### config.mk
export PLATFORM = sky130hd
export DESIGN_NAME = demux_scan_ctrl
export DESIGN_NICKNAME = d
export VERILOG_FILES = /design/src/rtl/demux_scan_ctrl.sv
export SDC_FILE = /design/constraint.sdc
export NUM_CORES = 1
export LEC_CHECK = 0
export ABC_AREA = 1
export BUFFER_PORTS_ARGS = -buffer_cell sky130_fd_sc_hd__buf_4
export CAP_MARGIN = 30
export CORE_UTILIZATION = 50
export DETAILED_ROUTE_END_ITERATION = 7
export MAX_ROUTING_LAYER = met4
export PLACE_DENSITY = 0.72
export RECOVER_POWER = 100
export SETUP_SLACK_MARGIN = 0.1
export SYNTH_ARGS = -nofsm -noshare
export SYNTH_HDL_FRONTEND = slang
export SYNTH_SLANG_ARGS = --single-unit
### constraint.sdc
create_clock -name clk -period 3 [get_ports clk]
set_input_delay 0.9 -clock clk [delete_from_list [all_inputs] [get_ports clk]]
set_output_delay 0.9 -clock clk [all_outputs]
set_load 0.05 [all_outputs]
### src/rtl/demux_scan_ctrl.sv
// Serialises an 8-bit word onto a 1x8 demux: channel n is selected for DWELL
// cycles while bit n is driven on i; a one-cycle done pulse follows channel 7.
module demux_scan_ctrl #(
    parameter int unsigned DWELL = 2
) (
    input  logic       clk,
    input  logic       rst_n,
    input  logic [7:0] in_data,
    input  logic       in_valid,
    output logic       in_ready,
    input  logic       abort,
    output logic [2:0] s,
    output logic       i,
    output logic       scan_active,
    output logic       done
);

    localparam int unsigned CH_W    = 3;
    localparam int unsigned DWELL_W = 4;
    localparam logic [DWELL_W-1:0] DWELL_RELOAD = DWELL_W'(DWELL - 1);
    localparam logic [CH_W-1:0]    LAST_CH      = CH_W'(7);

    typedef enum logic [1:0] {
        IDLE = 2'd0,
        SCAN = 2'd1,
        DONE = 2'd2
    } state_t;

    state_t             state_q, state_d;
    logic [CH_W-1:0]    ch_q, ch_d;
    logic [DWELL_W-1:0] dwell_q, dwell_d;
    logic [7:0]         held_q, held_d;
    logic [2:0]         s_q, s_d;
    logic               i_q, i_d;
    logic               scan_active_q, scan_active_d;
    logic               done_q, done_d;

    // Abort takes priority over a pending word in IDLE.
    assign in_ready = (state_q == IDLE) && !abort;

    assign s           = s_q;
    assign i           = i_q;
    assign scan_active = scan_active_q;
    assign done        = done_q;

    // Next state and registered outputs; outputs default to the quiet value.
    always_comb begin
        state_d       = state_q;
        ch_d          = ch_q;
        dwell_d       = dwell_q;
        held_d        = held_q;
        s_d           = '0;
        i_d           = 1'b0;
        scan_active_d = 1'b0;
        done_d        = 1'b0;

        case (state_q)
            IDLE: begin
                if (in_valid && in_ready) begin
                    state_d       = SCAN;
                    held_d        = in_data;
                    ch_d          = '0;
                    dwell_d       = DWELL_RELOAD;
                    s_d           = '0;
                    i_d           = in_data[0];
                    scan_active_d = 1'b1;
                end
            end
            SCAN: begin
                if (abort) begin
                    state_d = IDLE;
                    ch_d    = '0;
                    dwell_d = '0;
                end else if (dwell_q == '0) begin
                    if (ch_q == LAST_CH) begin
                        state_d = DONE;
                        ch_d    = '0;
                        done_d  = 1'b1;
                    end else begin
                        ch_d          = ch_q + CH_W'(1);
                        dwell_d       = DWELL_RELOAD;
                        s_d           = ch_d;
                        i_d           = held_q[ch_d];
                        scan_active_d = 1'b1;
                    end
                end else begin
                    dwell_d       = dwell_q - DWELL_W'(1);
                    s_d           = ch_q;
                    i_d           = held_q[ch_q];
                    scan_active_d = 1'b1;
                end
            end
            DONE: begin
                state_d = IDLE;
            end
            default: begin
                state_d = IDLE;
                ch_d    = '0;
                dwell_d = '0;
            end
        endcase
    end

    always_ff @(posedge clk or negedge rst_n) begin
        if (!rst_n) begin
            state_q       <= IDLE;
            ch_q          <= '0;
            dwell_q       <= '0;
            held_q        <= '0;
            s_q           <= '0;
            i_q           <= 1'b0;
            scan_active_q <= 1'b0;
            done_q        <= 1'b0;
        end else begin
            state_q       <= state_d;
            ch_q          <= ch_d;
            dwell_q       <= dwell_d;
            held_q        <= held_d;
            s_q           <= s_d;
            i_q           <= i_d;
            scan_active_q <= scan_active_d;
            done_q        <= done_d;
        end
    end

endmodule

==> results.cfg <==
[outcome]
status = completed

[critical_path]
critPathKind = input port to output pin
worstPathMaxFanout = 5
cp-start-kind = input port
cp.arrival_ps = 1590
cp.required_ps = 2100
crit_path_end_kind = output pin

[timing]
fin_crit_sh = 0.8284
setup_viol = 0
hold_viol_final = 0
timing.fmax_ghz = 0.4024
fin_tns_setup_ps = 0
grt_setup_unrepaired = no
setup_ws_ps = 514.8
fin_crit_ps = 2485
drv_slew = 0
maxSlewHeadroom = 0.2178
finClkSkew_ps = 4.214
worst_pin_slew_ps = 1173

[power_and_ir_drop]
p_seq_frac = 0.479
swShare = 0.3909
p_int_mw = 0.5055
ir_drop_mv = 0.3215
clock_power_share = 0.170
leakage_nw = 0.6824
power_mw = 0.8298
p_sw_mw = 0.3244
power.density_cell_area_mw_per_mm2 = 619.8
power_frac_comb = 0.351

[clock_tree]
clk_path_buf_depth = 2
cts.repair.resized = 0
cts_sinks = 23
cts_root_buffer = clkbuf_4
post_cts_buffers = 0
cts_tree = yes
insertion_delay_ps = 310
clk_pin_slew_ps = 120
htreeDepth = 1
postCtsHoldBufs = 0
numCtsBuffers = 3

[final_layout]
drive_gt1_frac = 0.1437
layout.nets = 184
fillers = 222
syn2layout_area_growth_pct = 10.77
seqCellArea_um2 = 575.6
multi_input_area_um2 = 503.0
diodes = 0

[grt]
grt_pass1_vias = 883
grt_pass1_wl_um = 3926
grt_max_degree = 24
grt.overflow.total = 0
grt_use_total = 0.2144
antenna_found_initial = 0

[drt]
drtIter0Drc = 25
wl_per_cell_um = 11.95
routed_wirelength_um = 2331
drc = 0
vias_per_cell = 5.046
num_vias = 984
drtAntennaViolNets = 0
drtPass1Iterations = 4

[yosys]
yosysUniqueCellTypes = 25
ys_seq_elements = 23
avgSynthCellArea_um2 = 8.222
syn-num-nets = 163
syn_area_mm2 = 0.001209
synth_cells = 147
ys_warn_count = 0
ys_seq_area_frac = 0.4762

[job]
drv_cap = 0

[floorplanning]
dieHeight_um = 51.17
initial_core_util = 0.5361
dieWidth_um = 51.17
die-area_mm2 = 0.002618
io_pins = 19
core_mm2 = 0.002255
rows = 17

[placed_design]
place_worst_setup_slack_ps = 663.0
io_buffers = 18
dpl.hpwl_um = 1777
gp_congestion = 0.8191

[worst_hold_path]
hold_path_class = register to register
==> cells in the final DEF, fill, tap and decap left out, types with 2 or more instances in the layout <==
master	n
buf_4	10
clkbuf_1	8
clkbuf_4	3
dfrtp_1	23
ha_1	4
inv_1	18
inv_2	4
nand2_1	36
nand2_2	2
nand3_1	16
nor2_1	12
nor2_4	2
nor3_1	2
o211ai_1	2
o21ai_0	13
o22ai_1	2
xor2_1	2
==> sequential cells by signal, indices dropped and copies added, names as in the netlist <==
register,cells
ch_q,3
done,1
dwell_q,4
held_q,8
i,1
s,3
scan_active,1
state_q,2
==> critical path, cell delays in order <==
cell and delay (ps):
clkbuf_1 150, nor3_1 270, buf_4 260
==> cell usage after synthesis <==
cell type	instances	share of area
nor2_1	12	0.037
nand4_1	1	0.0052
a31oi_1	1	0.0052
o21ai_2	2	0.014
o211ai_1	2	0.012
o22ai_1	2	0.010
dfrtp_1	23	0.48
o21ai_4	1	0.013
buf_4	1	0.0062
nor3_2	1	0.0083
nor3_1	1	0.0041
xor2_1	2	0.014
inv_1	17	0.053
nand3_1	15	0.062
inv_2	6	0.019
buf_2	1	0.0041
ha_1	4	0.041
o21ai_0	11	0.046
nand3_2	1	0.0083
inv_4	1	0.0052
nor2_4	2	0.019
o31ai_1	1	0.0062
o31a_1	1	0.0072
nand2_2	2	0.010
nand2_1	36	0.11
==> metrics by stage <==
stage | util | instance area (µm²) | hold WS (ps) | cells
after global routing | 0.5938 | 1339 | 552.9 | 195
after CTS | 0.6182 | 1394 | 456.9 | 195
after detailed placement | 0.6060 | 1366 | 482.5 | 191
after global placement | 0.6060 | 1366 | 470.2 | 191
after floorplan | - | 1209 | 451.7 | 147
final | 0.5938 | 1339 | 502.6 | 195
==> layer usage <==
layer | global-route usage | vias up | wire length (µm)
met2 | 0.3399 | 18 | 1097
met5 | - | - | 0
met1 | 0.2727 | 452 | 1138
li1 | - | 509 | -
met3 | 0.03571 | 5 | 56
met4 | 0.08796 | 0 | 40
==> kinds of logic (layout without fill, tap and decap cells) <==
kind of cell / Yosys count / count (layout) / synth area share
xor gates and xnor gates: 2 / 2 / 0.01450
adders and majority gates: 4 / 4 / 0.04141
buffers and inverters: 26 / 46 / 0.08696
and+or+nand+nor: 71 / 71 / 0.2660
AOI/OAI and AO/OA: 21 / 21 / 0.1149
DFF: 23 / 23 / 0.4762
==> final timing paths <==
check,end,slack [ps],cells past startpoint,from
max in group asynchronous,ch_q[0],1520,1,rst_n
max reg2reg,dwell_q[3],900,8,dwell_q[0]
min reg2reg,dwell_q[0],500,2,dwell_q[0]
min,dwell_q[0],500,2,dwell_q[0]
max,in_ready,510,3,abort
min in group asynchronous,dwell_q[0],790,1,rst_n
==> power by group through the flow <==
stage	Sequential (mW)	Clock, mW	Combinational, mW
2_1_floorplan	0.411	0	0.223
3_3_place_gp	0.403	0	0.300
3_5_place_dp	0.404	0	0.308
4_1_cts	0.398	0.149	0.310
5_1_grt	0.407	0.158	0.328
6_report	0.398	0.141	0.291
==> final cells by class <==
cell class                 count  area share
clock inverter                 1    0.003738
inverter                      24     0.06916
clock buffer                   3     0.01682
tap                           28     0.02617
timing repair buffer          18     0.07851
sequential                    23      0.4299
multi-input combinational     98      0.3757
Power figures use the tool's default switching activity.
